===== config.mk =====
export PLATFORM = sky130hd
export DESIGN_NAME = alu_cmd_driver
export DESIGN_NICKNAME = d
export VERILOG_FILES = /design/src/rtl/alu_drv_pkg.sv /design/src/rtl/alu_cmd_driver.sv
export SDC_FILE = /design/constraint.sdc
export NUM_CORES = 1
export LEC_CHECK = 0
export BUFFER_PORTS_ARGS = -buffer_cell sky130_fd_sc_hd__buf_2
export CORE_UTILIZATION = 49
export DETAILED_ROUTE_END_ITERATION = 6
export GPL_ROUTABILITY_DRIVEN = 0
export HOLD_SLACK_MARGIN = 0.12
export PLACE_DENSITY_LB_ADDON = 0.15
export SLEW_MARGIN = 10
export SYNTH_ARGS = -nofsm -noshare
export SYNTH_HDL_FRONTEND = slang
export SYNTH_SLANG_ARGS = --single-unit
export TNS_END_PERCENT = 100

===== constraint.sdc =====
create_clock -name clk_i -period 2.71 [get_ports clk_i]
set_input_delay 0 -clock clk_i [delete_from_list [all_inputs] [get_ports clk_i]]
set_output_delay 0 -clock clk_i [all_outputs]
set_load 0.005 [all_outputs]

===== src/rtl/alu_drv_pkg.sv =====
// Shared types and constants for the ALU command driver: FSM state encoding,
// default datapath widths and the response counter width.
package alu_drv_pkg;

    typedef enum logic [1:0] {
        IDLE    = 2'd0,
        ISSUE   = 2'd1,
        CAPTURE = 2'd2,
        RESP    = 2'd3
    } drv_state_e;

    localparam int DEF_WIDTH = 8;
    localparam int DEF_OP_W  = 3;
    localparam int CNT_W     = 16;

endpackage


===== src/rtl/alu_cmd_driver.sv =====
// Sequences one command at a time through a downstream registered ALU: issue, capture, respond.
// Optional response counters are compiled in when ALU_CMD_DRIVER_CNT_EN is defined.
module alu_cmd_driver
    import alu_drv_pkg::*;
#(
    parameter int WIDTH = DEF_WIDTH,
    parameter int OP_W  = DEF_OP_W
) (
    input  logic              clk_i,
    input  logic              rst_i,
    // Handshakes: a transfer happens on a rising edge where valid && ready are both 1;
    // a producer holds its payload until then, a consumer may raise ready at any time.
    input  logic              cmd_valid_i,
    output logic              cmd_ready_o,
    input  logic [WIDTH-1:0]  cmd_a_i,
    input  logic [WIDTH-1:0]  cmd_b_i,
    input  logic [OP_W-1:0]   cmd_op_i,
    output logic              alu_en_o,
    output logic [WIDTH-1:0]  alu_a_o,
    output logic [WIDTH-1:0]  alu_b_o,
    output logic [OP_W-1:0]   alu_op_o,
    input  logic [WIDTH-1:0]  alu_result_i,
    input  logic              alu_zero_i,
    output logic              rsp_valid_o,
    input  logic              rsp_ready_i,
    output logic [WIDTH-1:0]  rsp_result_o,
    output logic              rsp_zero_o,
    output logic [OP_W-1:0]   rsp_op_o,
`ifdef ALU_CMD_DRIVER_CNT_EN
    output logic [CNT_W-1:0]  cnt_done_o,
    output logic [CNT_W-1:0]  cnt_zero_o,
`endif
    output logic [1:0]        state_dbg_o
);

    drv_state_e state_q;
    drv_state_e state_d;
    logic       accept;
    logic       rsp_hs;

    assign accept      = cmd_valid_i && cmd_ready_o;
    assign rsp_hs      = rsp_valid_o && rsp_ready_i;
    assign state_dbg_o = state_q;

    always_ff @(posedge clk_i) begin
        if (rst_i) begin
            state_q <= IDLE;
        end else begin
            state_q <= state_d;
        end
    end

    always_comb begin
        state_d     = state_q;
        cmd_ready_o = 1'b0;
        alu_en_o    = 1'b0;
        rsp_valid_o = 1'b0;
        case (state_q)
            IDLE: begin
                cmd_ready_o = 1'b1;
                if (cmd_valid_i) state_d = ISSUE;
            end
            ISSUE: begin
                alu_en_o = 1'b1;
                state_d  = CAPTURE;
            end
            CAPTURE: begin
                state_d = RESP;
            end
            RESP: begin
                // The response slot frees on the same edge it is consumed, so a
                // pending command can be taken without an IDLE bubble.
                rsp_valid_o = 1'b1;
                cmd_ready_o = rsp_ready_i;
                if (rsp_ready_i) state_d = cmd_valid_i ? ISSUE : IDLE;
            end
            default: begin
                state_d = IDLE;
            end
        endcase
    end

    always_ff @(posedge clk_i) begin
        if (rst_i) begin
            alu_a_o      <= '0;
            alu_b_o      <= '0;
            alu_op_o     <= '0;
            rsp_result_o <= '0;
            rsp_zero_o   <= 1'b0;
            rsp_op_o     <= '0;
        end else begin
            if (accept) begin
                alu_a_o  <= cmd_a_i;
                alu_b_o  <= cmd_b_i;
                alu_op_o <= cmd_op_i;
            end
            // The ALU result registered at the end of ISSUE is valid throughout CAPTURE.
            if (state_q == CAPTURE) begin
                rsp_result_o <= alu_result_i;
                rsp_zero_o   <= alu_zero_i;
                rsp_op_o     <= alu_op_o;
            end
        end
    end

`ifdef ALU_CMD_DRIVER_CNT_EN
    logic [CNT_W-1:0] cnt_done_q;
    logic [CNT_W-1:0] cnt_zero_q;

    // Both counters stick at all-ones rather than wrapping.
    always_ff @(posedge clk_i) begin
        if (rst_i) begin
            cnt_done_q <= '0;
            cnt_zero_q <= '0;
        end else if (rsp_hs) begin
            if (cnt_done_q != '1) cnt_done_q <= cnt_done_q + CNT_W'(1);
            if (rsp_zero_o && (cnt_zero_q != '1)) cnt_zero_q <= cnt_zero_q + CNT_W'(1);
        end
    end

    assign cnt_done_o = cnt_done_q;
    assign cnt_zero_o = cnt_zero_q;
`else
    logic unused_rsp_hs;
    assign unused_rsp_hs = rsp_hs;
`endif

endmodule


Yosys cells after proc, flatten, opt, wreduce, memory -nomap -nowiden --
Cells that the tools add are included. W data, S select, Z words.
Word-level totals: word-level logic and storage cells 22, flip-flop bits (word level) 33
Operators by class: muxes and demuxes 7, equal/unequal tests 5, reductions and logical operators 3
Operators by type and width (count):
- $pmux W2 S4 | 1
- $eq A2 B2 Y1 const B | 2
- $mux W2 | 2
- $ne A2 B2 Y1 const B | 2
- $mux W1 | 3
- $eq A2 B1 Y1 const B | 1
- $logic_not A2 Y1 | 1
- $pmux W1 S2 | 1
- $reduce_and A2 Y1 | 1
- $logic_and A1 B1 Y1 | 1

Logic depth before layout (Yosys ltp) --
Gate-level depths: netlist (run 1).
depth in word-level cells 3, mapped depth 7

Worst setup path after synthesis (run 1) --
Ideal clock, no wire load.
path type reg-to-reg, start point reg state_q[0] (netlist: state_dbg_o[0]), end point reg alu_a_o[5], arrival 1509 ps, path slack 1129 ps, clock period less this slack 1581 ps, required time 2638 ps, buffers on the path 2, setup time 72 ps, cell stages (with the launch flop) 7, cells stage by stage dfxtp_1 -> inv_1 -> ha_1 -> nor3b_2 -> buf_6 -> buf_12 -> mux2i_1
On the way: word-level cells in the longest chain between the ends 3, elaborated cells on any way between the ends 4, classes of those cells eq/ne (1); mux (1); reduce/logical (2)
Ends and longest elaborated chain:
- start, declared | RTL line alu_cmd_driver.sv:36 | drv_state_e state_q;
- start signal, assigned | RTL line alu_cmd_driver.sv:49 | state_q <= state_d;
- $eq A2 B2 Y1 / $logic_not A2 Y1 (equally long branches) | RTL line alu_cmd_driver.sv:58 | case (state_q)
- $pmux W1 S2 * | RTL line alu_cmd_driver.sv:58
- $logic_and A1 B1 Y1 * | RTL line alu_cmd_driver.sv:41 | assign accept = cmd_valid_i && cmd_ready_o;
- end signal, assigned | RTL line alu_cmd_driver.sv:93 | alu_a_o <= cmd_a_i;
- end, declared | RTL line alu_cmd_driver.sv:19 | output logic [WIDTH-1:0] alu_a_o,
Every way passes the cells marked *; elsewhere a longest branch is shown, timed or not. A chain may end at the register's enable or synchronous reset.

Final worst setup path (run 1) --
start point reg state_q[1] (netlist: state_dbg_o[1]), end point reg alu_b_o[1]
On the way: word-level cells in the longest chain between the ends 3, elaborated cells on any way between the ends 4, classes of those cells eq/ne (1); mux (1); reduce/logical (2)
Ends and longest elaborated chain:
- $eq A2 B2 Y1 / $logic_not A2 Y1 (equally long branches) | RTL line alu_cmd_driver.sv:58
- $pmux W1 S2 * | RTL line alu_cmd_driver.sv:58
- $logic_and A1 B1 Y1 * | RTL line alu_cmd_driver.sv:41
- end signal, assigned | RTL line alu_cmd_driver.sv:94 | alu_b_o <= cmd_b_i;
- end, declared | RTL line alu_cmd_driver.sv:20 | output logic [WIDTH-1:0] alu_b_o,
Marked as above.

==> insert_results.sql, run 1 <==
INSERT INTO impl_metrics (metric_group, metric, value, unit) VALUES
('placement', 'placement.io_buffers', '67', ''),
('setup_path', 'path_class', 'flip-flop to flip-flop', ''),
('cts', 'post_cts_resized', '0', ''),
('drt', 'drt_pre_antenna_iters', '6', ''),
('cts', 'clock_pin_slew_on_the_worst_setup_and_hold_paths', '0.09', 'ns'),
('pwr', 'pwr_density_cell', '822.8', 'nW/um^2'),
('drt', 'remaining_drc_errors', '12', ''),
('global_route', 'grtUsageTotal', '0.2247', ''),
('run_status', 'status', 'finished with violations', ''),
('setup_path', 'timing.critical_path.slowest_stage_cell', 'sky130_fd_sc_hd__dlygate4sd3_1', ''),
('run_status', 'failed_checks', 'design-rule violations', ''),
('cts', 'root_buffer', 'sky130_fd_sc_hd__clkbuf_4', ''),
('floorplanning', 'io-pin-count', '68', ''),
('drt', 'drt-total-wl', '3429', 'um'),
('setup_path', 'path_delay_family', 'buffers and inverters', ''),
('timing', 'setup_viol_count_final', '0', ''),
('cts', 'cts_max_level', '2', ''),
('setup_path', 'path_max_fanout', '6', ''),
('timing', 'worst_hold_slack', '0.1430', 'ns'),
('hold_path', 'worstHoldPathType', 'primary input to flip-flop', ''),
('cts', 'cts-buffers-inserted', '5', ''),
('timing', 'worst-slew-pin-transition', '0.6787', 'ns'),
('timing', 'timing.final.crit_share', '0.8293', ''),
('synthesis', 'synth_cell_count_leaders', 'sky130_fd_sc_hd__nand2b_1, sky130_fd_sc_hd__dfxtp_1, sky130_fd_sc_hd__mux2i_1, sky130_fd_sc_hd__nor2_1, sky130_fd_sc_hd__ha_1', ''),
('synthesis', 'ys_types', '21', ''),
('cells_and_area', 'area.growth.synth_to_final', '50.80', '%'),
('synthesis', 'share_of_synthesized_area_occupied_by_flip_flops_and_latches', '0.4448', ''),
('cells_and_area', 'finish.net_count', '281', ''),
('pwr', 'static-leakage-power', '1.060', 'nW'),
('timing', 'period_minus_slack', '2.247', 'ns'),
('floorplanning', 'die_area', '3255', 'sq um'),
('cells_and_area', 'final.fill_count', '197', ''),
('timing', 'fin_skew', '0.008707', 'ns'),
('cts', 'clockBufferDepth', '2', ''),
('setup_path', 'timing.critical_path.arrival', '2.52', 'ns'),
('synthesis', 'synth.top_cells.by_area', 'sky130_fd_sc_hd__dfxtp_1, sky130_fd_sc_hd__mux2i_1, sky130_fd_sc_hd__nand2b_1', ''),
('timing', 'final_hold_violations', '0', ''),
('synthesis', 'ys_async_sr_fraction', '0', ''),
('synthesis', 'syn_inst', '142', ''),
('cells_and_area', 'multi_input_gate_area', '764.5', 'sq um'),
('setup_path', 'critical_path.endpoint_type', 'flip-flop', ''),
('timing', 'grt_setup_unrepaired', 'false', ''),
('synthesis', 'synth_largest_area_cell', 'sky130_fd_sc_hd__dfxtp_1', ''),
('drt', 'drt.antenna.violating_nets', '0', ''),
('timing', 'maxClockFrequency', '445.0', 'MHz'),
('synthesis', 'mean_cell_area_of_the_mapped_netlist', '10.46', 'sq um'),
('synthesis', 'synth.cell_area', '1485', 'sq um'),
('drt', 'drt-wirelength-per-cell', '12.47', 'um'),
('global_route', 'globalRouteOverflowTotal', '0', ''),
('setup_path', 'cp_num_buf_inv', '2', ''),
('global_route', 'grt_antenna_before_repair', '0', ''),
('global_route', 'maximum_number_of_pins_on_one_net_before_global_route_repair', '53', ''),
('synthesis', 'synthesis.nets', '180', ''),
('synthesis', 'synthDominantCellAreaShare', '0.4448', ''),
('cells_and_area', 'insertedDiodeCount', '0', ''),
('cts', 'cts.sinks', '33', ''),
('synthesis', 'postSynthRegisterBits', '33', ''),
('cells_and_area', 'fraction_of_final_layout_cells_with_drive_strength_greater_than_1', '0.3238', ''),
('setup_path', 'crit_required', '2.98', 'ns'),
('synthesis', 'yosysWarningCount', '0', ''),
('cells_and_area', 'stdcell_count', '275', ''),
('pwr', 'vdd_ir_drop_max', '525.0', 'uV'),
('timing', 'tns', '0', 'ns'),
('drt', 'vias_post_dr', '1321', ''),
('run', 'max-cap-violations', '0', ''),
('floorplanning', 'die_x', '57.06', 'um'),
('timing', 'timing.max_slew.rel_slack', '0.5475', ''),
('floorplanning', 'die_height', '57.06', 'um'),
('floorplanning', 'placementRows', '19', ''),
('pwr', 'report.power.total', '1.843', 'mW'),
('drt', 'initialDrtViolationCount', '43', '');
## metal layers
metal,global-route usage,wire length [um],up-vias
li1,-,-,668
met1,0.2413,1466,609
met2,0.4084,1746,41
met3,0.07256,185,3
met4,0.08711,30,0
met5,0,0,-
## per-stage QoR
stage,setup slack (ns),area (sq um)
floorplan,1.129,1485
global placement,0.8711,1814
detailed placement,0.7684,1814
CTS,0.5602,2240
global route,0.3473,2240
finish,0.4627,2240
## final timing paths
path / from / slack [ns] / cells past startpoint / to
worst min-delay path: cmd_valid_i / 0.14 / 3 / alu_b_o[3]$_SDFFE_PP0P_
worst min register to register: alu_b_o[6]$_SDFFE_PP0P_ / 0.48 / 2 / alu_b_o[6]$_SDFFE_PP0P_
worst max register to register: state_dbg_o[1]$_SDFFE_PP0P_ / 0.46 / 5 / alu_b_o[1]$_SDFFE_PP0P_
worst max-delay path: state_dbg_o[1]$_SDFFE_PP0P_ / 0.46 / 5 / alu_b_o[1]$_SDFFE_PP0P_
## what timing repair did
item / 4_1_cts / 5_1_grt
setup endpoints to repair: 0 / 0
buffers inserted: 0 / 0
hold buffers: 34 / 0
hold endpoints to repair: 29 / 0
## layout by cell type, fill, tap and decap left out, types with 2 or more instances in the layout
master and instances:
sky130_fd_sc_hd__nand2b_1 39, sky130_fd_sc_hd__dlygate4sd3_1 34, sky130_fd_sc_hd__inv_1 2, sky130_fd_sc_hd__clkbuf_4 5, sky130_fd_sc_hd__nor2_1 13, sky130_fd_sc_hd__mux2i_1 31, sky130_fd_sc_hd__ha_1 6, sky130_fd_sc_hd__dfxtp_1 33
sky130_fd_sc_hd__buf_2 67
## power breakdown
part	switching, mW	internal [mW]
clock network	0.159	0.220
logic	0.357	0.410
registers	0.0831	0.613
## flip-flops by register name, summed over array words and instances, names as in the netlist
register and flops:
state_dbg_o 2, alu_a_o 8, rsp_result_o 8, alu_op_o 3
alu_b_o 8, rsp_op_o 3, rsp_zero_o 1
## cells by family after synthesis
logic type / after synthesis / synth area share
AO/OA/AOI/OAI: 6 / 0.03117
multiplexers: 31 / 0.2089
adder cells (fa/ha/maj): 6 / 0.05055
flip-flops: 33 / 0.4448
AND/OR/NAND/NOR: 56 / 0.2199
buffers and inverters: 10 / 0.04465
## area by class of cell
cell class,instances,share of cell area
inverter,2,0.003352
tap,31,0.01732
clock buffer,7,0.02458
clock inverter,1,0.01341
multi-input combinational,99,0.3413
sequential,33,0.2950
timing repair buffer,102,0.3050
## worst register-to-register path: stages, from the launching register on
cell and delay, ns:
sky130_fd_sc_hd__dfxtp_1 0.44, sky130_fd_sc_hd__inv_1 0.14, sky130_fd_sc_hd__ha_1 0.36, sky130_fd_sc_hd__nor3b_4 0.41, sky130_fd_sc_hd__mux2i_1 0.24, sky130_fd_sc_hd__dlygate4sd3_1 0.60
No activity file was read; power rests on OpenSTA's default activity.
==> run 2, diff against run 1 <==
--- a/config.mk
+++ b/config.mk
@@ -6,7 +6,7 @@
 export NUM_CORES = 1
 export LEC_CHECK = 0
 export BUFFER_PORTS_ARGS = -buffer_cell sky130_fd_sc_hd__buf_2
-export CORE_UTILIZATION = 49
+export CORE_UTILIZATION = 46
 export DETAILED_ROUTE_END_ITERATION = 6
 export GPL_ROUTABILITY_DRIVEN = 0
 export HOLD_SLACK_MARGIN = 0.12
==> constraint.sdc (replaced) <==
create_clock -name clk_i -period 2.1 [get_ports clk_i]
set_input_delay 0 -clock clk_i [delete_from_list [all_inputs] [get_ports clk_i]]
set_output_delay 0 -clock clk_i [all_outputs]
set_load 0.005 [all_outputs]
==> run 2 against run 1 <==
- the run now ends clean
- sequential cell count unchanged
- sequential power up 29%
- final cell count rose by 3.3%
- fmax up 14%
- critical path depth is 1 higher
- wire length shrank 3.5%
- power up 18%
- non-clock buffer count shrank 4
- largest cell class unchanged
==> insert_results.sql, run 2 (same netlist as run 1, synthesis figures left out) <==
INSERT INTO impl_metrics (metric_group, metric, value, unit) VALUES
('run_status', 'status', 'finished, final reports clean', ''),
('timing', 'worst_slack', '0.1255', 'ns'),
('setup_path', 'path_class', 'flip-flop to flip-flop', ''),
('placement', 'detailedPlacementHpwl', '2003', 'um'),
('cells_and_area', 'final.fill_count', '242', ''),
('drt', 'met3RoutedLength', '160', 'um'),
('placement', 'placement.io_buffers', '67', ''),
('timing', 'final_hold_violations', '0', ''),
('global_route', 'vias_in_the_first_global_route', '1256', ''),
('drt', 'drt.antenna.violating_nets', '0', ''),
('cells_and_area', 'final_core_utilization', '0.7148', ''),
('floorplanning', 'placementRows', '20', ''),
('drt', 'top_signal_layer_used', 'met4', ''),
('drt', 'detail_route.vias_per_cell', '4.602', ''),
('cells_and_area', 'top_regs', 'alu_a_o x8, alu_b_o x8, rsp_result_o x8', ''),
('drt', 'drt-wirelength-per-cell', '11.65', 'um'),
('pwr', 'report.power.total', '2.173', 'mW'),
('setup_path', 'crit_required', '2.32', 'ns'),
('floorplanning', 'core_region_area', '3053', 'sq um'),
('floorplanning', 'io-pin-count', '68', ''),
('timing', 'slew_violations', '0', ''),
('floorplanning', 'die_area', '3460', 'sq um'),
('setup_path', 'timing.critical_path.arrival', '2.19', 'ns'),
('floorplanning', 'initial_core_util', '0.4865', ''),
('timing', 'fin_skew', '0.009065', 'ns'),
('floorplanning', 'die_x', '58.82', 'um'),
('cells_and_area', 'finish.net_count', '277', ''),
('cells_and_area', 'design_area', '2182', 'sq um'),
('global_route', 'globalRouteOverflowTotal', '0', ''),
('drt', 'wl_met1', '1381', 'um'),
('cts', 'cts-buffers-inserted', '5', ''),
('pwr', 'vdd_ir_drop_max', '522.6', 'uV'),
('pwr', 'pwr_density_cell', '995.7', 'nW/um^2'),
('drt', 'vias_post_dr', '1307', ''),
('timing', 'worst_hold_slack', '0.1861', 'ns'),
('timing', 'tns', '0', 'ns'),
('cells_and_area', 'stdcell_count', '284', ''),
('timing', 'grt_setup_unrepaired', 'false', ''),
('cells_and_area', 'fraction_of_final_layout_cells_with_drive_strength_greater_than_1', '0.3292', ''),
('cts', 'cts.sinks', '33', ''),
('hold_path', 'worstHoldPathType', 'primary input to flip-flop', ''),
('timing', 'timing.max_slew.rel_slack', '0.5172', ''),
('setup_path', 'path_max_fanout', '6', ''),
('timing', 'worst-slew-pin-transition', '0.7242', 'ns'),
('drt', 'drt-total-wl', '3310', 'um'),
('global_route', 'grt_antenna_before_repair', '0', ''),
('cells_and_area', 'area.growth.synth_to_final', '46.92', '%'),
('floorplanning', 'die_height', '58.82', 'um'),
('timing', 'period_minus_slack', '1.975', 'ns'),
('run', 'max-cap-violations', '0', ''),
('timing', 'timing.final.crit_share', '0.9402', ''),
('setup_path', 'critical_path.endpoint_type', 'flip-flop', ''),
('cells_and_area', 'final_cell_mix', 'sky130_fd_sc_hd__buf_2, sky130_fd_sc_hd__nand2b_1, sky130_fd_sc_hd__dfxtp_1, sky130_fd_sc_hd__mux2i_1, sky130_fd_sc_hd__dlygate4sd3_1', ''),
('global_route', 'grt_first_pass_wirelength', '5250', 'um'),
('global_route', 'grtUsageTotal', '0.2045', ''),
('global_route', 'maximum_number_of_pins_on_one_net_before_global_route_repair', '53', ''),
('drt', 'met2_wirelength', '1735', 'um'),
('placement', 'place_worst_setup_slack', '0.3363', 'ns'),
('pwr', 'static-leakage-power', '1.020', 'nW'),
('cells_and_area', 'commonest_non_fill_non_tap_cell_in_the_layout', 'sky130_fd_sc_hd__buf_2', ''),
('setup_path', 'start_kind', 'flip-flop', ''),
('cts', 'cts_tree', 'done', ''),
('placement', 'post_dp_cell_area', '1831', 'sq um'),
('placement', 'placed_cells', '246', ''),
('cts', 'clock_pin_slew_on_the_worst_setup_and_hold_paths', '0.10', 'ns'),
('timing', 'setup_viol_count_final', '0', ''),
('cts', 'cts_max_level', '2', ''),
('timing', 'maxClockFrequency', '506.5', 'MHz'),
('cts', 'clock_insertion_delay_at_the_later_pin_of_the_skew_report', '0.33', 'ns'),
('cts', 'root_buffer', 'sky130_fd_sc_hd__clkbuf_4', ''),
('cts', 'clockBufferDepth', '2', ''),
('drt', 'remaining_drc_errors', '0', ''),
('cells_and_area', 'insertedDiodeCount', '0', ''),
('drt', 'drt_pre_antenna_iters', '3', ''),
('drt', 'initialDrtViolationCount', '52', '');
## run 2: cell count changes in the layout (fill, tap and decap cells not counted), sizes merged
cell	change
bufinv	-1
clkbuf	-1
clkinv	+2
dlygate4sd3	-4
## run 2: cell type report
type | instances | area, sq um | share of cell area
timing repair buffer | 98 | 643.1 | 0.2947
tap | 44 | 55.05 | 0.02523
sequential | 33 | 660.6 | 0.3028
inverter | 2 | 7.507 | 0.003440
multi-input combinational | 99 | 764.5 | 0.3503
clock inverter | 2 | 10.01 | 0.004587
clock buffer | 6 | 41.29 | 0.01892
## run 2: final timing paths
kind	cells after the start	end	slack [ns]	from
hold / removal	2	rsp_op_o[0]$_SDFFE_PP0N_	0.19	rst_i
setup / recovery	6	state_dbg_o[0]$_SDFFE_PP0P_	0.13	state_dbg_o[0]$_SDFFE_PP0P_
setup reg to reg	6	state_dbg_o[0]$_SDFFE_PP0P_	0.13	state_dbg_o[0]$_SDFFE_PP0P_
hold reg to reg	2	alu_a_o[3]$_SDFFE_PP0P_	0.48	alu_a_o[3]$_SDFFE_PP0P_
## run 2: what timing repair did
item                                    in CTS  in global routing
setup buffers                                0                  0
hold endpoints to repair                    29                  0
endpoints found under the setup margin       0                  0
hold buffers                                30                  0
gates resized for setup                      0                  0
## run 2: metal layers
| metal | vias up | track usage |
|---|---|---|
| met3 | 4 | 0.06813 |
| met4 | 0 | 0.06122 |
| met1 | 596 | 0.2250 |
| met2 | 45 | 0.3701 |
| met5 | - | 0 |
| li1 | 662 | - |
## run 2: critical path: stages (launching register included)
cell	delay, ns
sky130_fd_sc_hd__dfxtp_1	0.43
sky130_fd_sc_hd__inv_1	0.12
sky130_fd_sc_hd__ha_1	0.22
sky130_fd_sc_hd__or2_2	0.27
sky130_fd_sc_hd__a31oi_1	0.17
sky130_fd_sc_hd__a311oi_1	0.06
sky130_fd_sc_hd__dlygate4sd3_1	0.59
## run 2: power breakdown
part	internal, mW	leakage, nW	switching (mW)	total, mW
sequential	0.791	0.269	0.105	0.896
clock	0.127	0.0320	0.206	0.333
combinational	0.502	0.719	0.441	0.943
total	1.42	1.02	0.752	2.17
==> run 3, diff against run 2 <==
--- a/config.mk
+++ b/config.mk
@@ -11,8 +11,8 @@
 export GPL_ROUTABILITY_DRIVEN = 0
 export HOLD_SLACK_MARGIN = 0.12
 export PLACE_DENSITY_LB_ADDON = 0.15
+export RECOVER_POWER = 50
 export SLEW_MARGIN = 10
 export SYNTH_ARGS = -nofsm -noshare
 export SYNTH_HDL_FRONTEND = slang
 export SYNTH_SLANG_ARGS = --single-unit
-export TNS_END_PERCENT = 100
==> run 3 against run 2 <==
- worst hold slack improved by 0.0028 ns
- combinational power fell by 1%
- critical path type unchanged
- critical endpoint unchanged
- count of clock-buffer cells in the layout did not move
- largest cell class unchanged
- sequential cell count did not move
- core utilization fell by 0.41 points
- power fell by 0.51%
- fmax barely moved
- via count fell by 0.46%
- final cell count did not move
- global-route usage did not move
- clock skew fell by 0.00085 ns
- worst setup slack got worse by 0.00060 ns
==> insert_results.sql, run 3 (same netlist as run 1, synthesis figures left out) <==
INSERT INTO impl_metrics (metric_group, metric, value, unit) VALUES
('run_status', 'status', 'finished, final reports clean', ''),
('setup_path', 'timing.critical_path.slowest_stage_cell', 'sky130_fd_sc_hd__dlygate4sd3_1', ''),
('global_route', 'grtUsageTotal', '0.2045', ''),
('drt', 'drt-total-wl', '3321', 'um'),
('cells_and_area', 'design_area', '2170', 'sq um'),
('pwr', 'vdd_ir_drop_max', '522.6', 'uV'),
('timing', 'worst_slack', '0.1249', 'ns'),
('floorplanning', 'initial_core_util', '0.4865', ''),
('setup_path', 'cp_num_buf_inv', '2', ''),
('global_route', 'grt_antenna_before_repair', '0', ''),
('cts', 'clockBufferDepth', '2', ''),
('run', 'max-cap-violations', '0', ''),
('setup_path', 'crit_required', '2.32', 'ns'),
('placement', 'detailedPlacementHpwl', '2003', 'um'),
('global_route', 'globalRouteOverflowTotal', '0', ''),
('cells_and_area', 'final_core_utilization', '0.7107', ''),
('pwr', 'static-leakage-power', '0.9779', 'nW'),
('placement', 'place_worst_setup_slack', '0.3363', 'ns'),
('drt', 'drt-wirelength-per-cell', '11.69', 'um'),
('cts', 'clock_pin_slew_on_the_worst_setup_and_hold_paths', '0.10', 'ns'),
('drt', 'top_signal_layer_used', 'met4', ''),
('setup_path', 'start_kind', 'flip-flop', ''),
('cells_and_area', 'top_regs', 'alu_a_o x8, alu_b_o x8, rsp_result_o x8', ''),
('floorplanning', 'die_height', '58.82', 'um'),
('drt', 'drt.antenna.violating_nets', '0', ''),
('setup_path', 'timing.critical_path.cells', 'inv_1 > ha_1 > or2_2 > a31oi_1 > a311oi_1 > dlygate4sd3_1', ''),
('floorplanning', 'die_area', '3460', 'sq um'),
('cts', 'clock_insertion_delay_at_the_later_pin_of_the_skew_report', '0.33', 'ns'),
('drt', 'met2_wirelength', '1738', 'um'),
('cts', 'post_cts_resized', '0', ''),
('setup_path', 'path_max_fanout', '6', ''),
('setup_path', 'path_class', 'flip-flop to flip-flop', ''),
('placement', 'placed_cells', '246', ''),
('setup_path', 'critical_path.endpoint_type', 'flip-flop', ''),
('cells_and_area', 'insertedDiodeCount', '0', ''),
('cts', 'cts.sinks', '33', ''),
('placement', 'placement.io_buffers', '67', ''),
('timing', 'maxClockFrequency', '506.3', 'MHz'),
('setup_path', 'cp_slowest_stage_delay', '0.59', 'ns'),
('floorplanning', 'io-pin-count', '68', ''),
('timing', 'worst-slew-pin-transition', '0.7261', 'ns'),
('cells_and_area', 'final.fill_count', '247', ''),
('cells_and_area', 'final_cell_mix', 'sky130_fd_sc_hd__buf_2, sky130_fd_sc_hd__nand2b_1, sky130_fd_sc_hd__dfxtp_1, sky130_fd_sc_hd__mux2i_1, sky130_fd_sc_hd__dlygate4sd3_1', ''),
('placement', 'post_dp_cell_area', '1831', 'sq um'),
('floorplanning', 'die_x', '58.82', 'um'),
('floorplanning', 'placementRows', '20', ''),
('setup_path', 'timing.critical_path.arrival', '2.19', 'ns'),
('cts', 'cts-buffers-inserted', '5', ''),
('timing', 'final_hold_violations', '0', ''),
('global_route', 'maximum_number_of_pins_on_one_net_before_global_route_repair', '53', ''),
('timing', 'slew_violations', '0', ''),
('drt', 'remaining_drc_errors', '0', ''),
('timing', 'timing.final.crit_share', '0.9405', ''),
('cts', 'cts_setup_buffers', '0', ''),
('global_route', 'grt_first_pass_wirelength', '5250', 'um'),
('drt', 'met3RoutedLength', '182', 'um'),
('drt', 'vias_post_dr', '1301', ''),
('timing', 'setup_viol_count_final', '0', ''),
('cells_and_area', 'commonest_non_fill_non_tap_cell_in_the_layout', 'sky130_fd_sc_hd__buf_2', ''),
('cells_and_area', 'fraction_of_final_layout_cells_with_drive_strength_greater_than_1', '0.2875', ''),
('timing', 'grt_setup_unrepaired', 'false', ''),
('cells_and_area', 'area.growth.synth_to_final', '46.08', '%'),
('timing', 'period_minus_slack', '1.975', 'ns'),
('cells_and_area', 'stdcell_count', '284', ''),
('drt', 'detail_route.vias_per_cell', '4.581', ''),
('timing', 'timing.max_slew.rel_slack', '0.5159', ''),
('cts', 'root_buffer', 'sky130_fd_sc_hd__clkbuf_4', ''),
('cts', 'post_cts_hold_buffer_count', '30', ''),
('hold_path', 'worstHoldPathType', 'primary input to flip-flop', ''),
('cells_and_area', 'final-seq-area', '660.6', 'sq um'),
('timing', 'fin_skew', '0.008215', 'ns'),
('global_route', 'vias_in_the_first_global_route', '1256', ''),
('cells_and_area', 'multi_input_gate_area', '764.5', 'sq um'),
('drt', 'drt_pre_antenna_iters', '3', ''),
('drt', 'wl_met1', '1368', 'um'),
('cells_and_area', 'finish.net_count', '277', ''),
('timing', 'tns', '0', 'ns'),
('cts', 'cts_tree', 'done', ''),
('drt', 'initialDrtViolationCount', '61', ''),
('setup_path', 'path_delay_family', 'buffers and inverters', ''),
('pwr', 'pwr_density_cell', '996.3', 'nW/um^2'),
('cts', 'cts_max_level', '2', ''),
('floorplanning', 'core_region_area', '3053', 'sq um');
## run 3: cell count changes in the layout (fill, tap and decap cells not counted), sizes merged
cell	previous run	this run
clkbuf	6	16
buf	68	58
## run 3: routing by layer
metal	GRT usage	vias to the layer above
li1	-	662
met1	0.2250	590
met2	0.3701	45
met3	0.06813	4
met4	0.06122	0
met5	0	-
## run 3: worst register-to-register path, delay by kind of cell (launching register included)
kind,cells,cell delay (ns)
and+or+nand+nor,1,0.27
buffers and inverters,2,0.71
DFF,1,0.43
AOI/OAI and AO/OA,2,0.23
adders and majority gates,1,0.22
## run 3: final timing paths
path                                             startpoint                     endpoint  slack, ns  depth (start not counted)
worst min-delay path                                  rst_i     rsp_op_o[0]$_SDFFE_PP0N_       0.19                          2
worst max-delay path            state_dbg_o[0]$_SDFFE_PP0P_  state_dbg_o[0]$_SDFFE_PP0P_       0.12                          6
worst max register to register  state_dbg_o[0]$_SDFFE_PP0P_  state_dbg_o[0]$_SDFFE_PP0P_       0.12                          6
worst min register to register      alu_a_o[3]$_SDFFE_PP0P_      alu_a_o[3]$_SDFFE_PP0P_       0.48                          2
## run 3: power by group
group / leakage, nW / internal (mW) / switching (mW) / total [mW]
clock network: 0.0320 / 0.127 / 0.204 / 0.332
registers: 0.269 / 0.791 / 0.106 / 0.897
logic: 0.677 / 0.491 / 0.441 / 0.932
## run 3: through the flow
stage          hold slack (ns)  power, mW
3_5_place_dp            0.2475      1.796
4_1_cts                 0.1967      2.182
2_1_floorplan           0.1472      1.531
5_1_grt                 0.2095      2.317
6_report                0.1889      2.162
3_3_place_gp            0.2368      1.758
## run 3: layout make-up
class                   count  share of cell area
multi-input cells          99              0.3524
flip-flops and latches     33              0.3045
repair buffers             98              0.2907
well taps                  44             0.02537
clock buffers               6             0.01903
clock inverters             2            0.004614
inverters                   2            0.003460
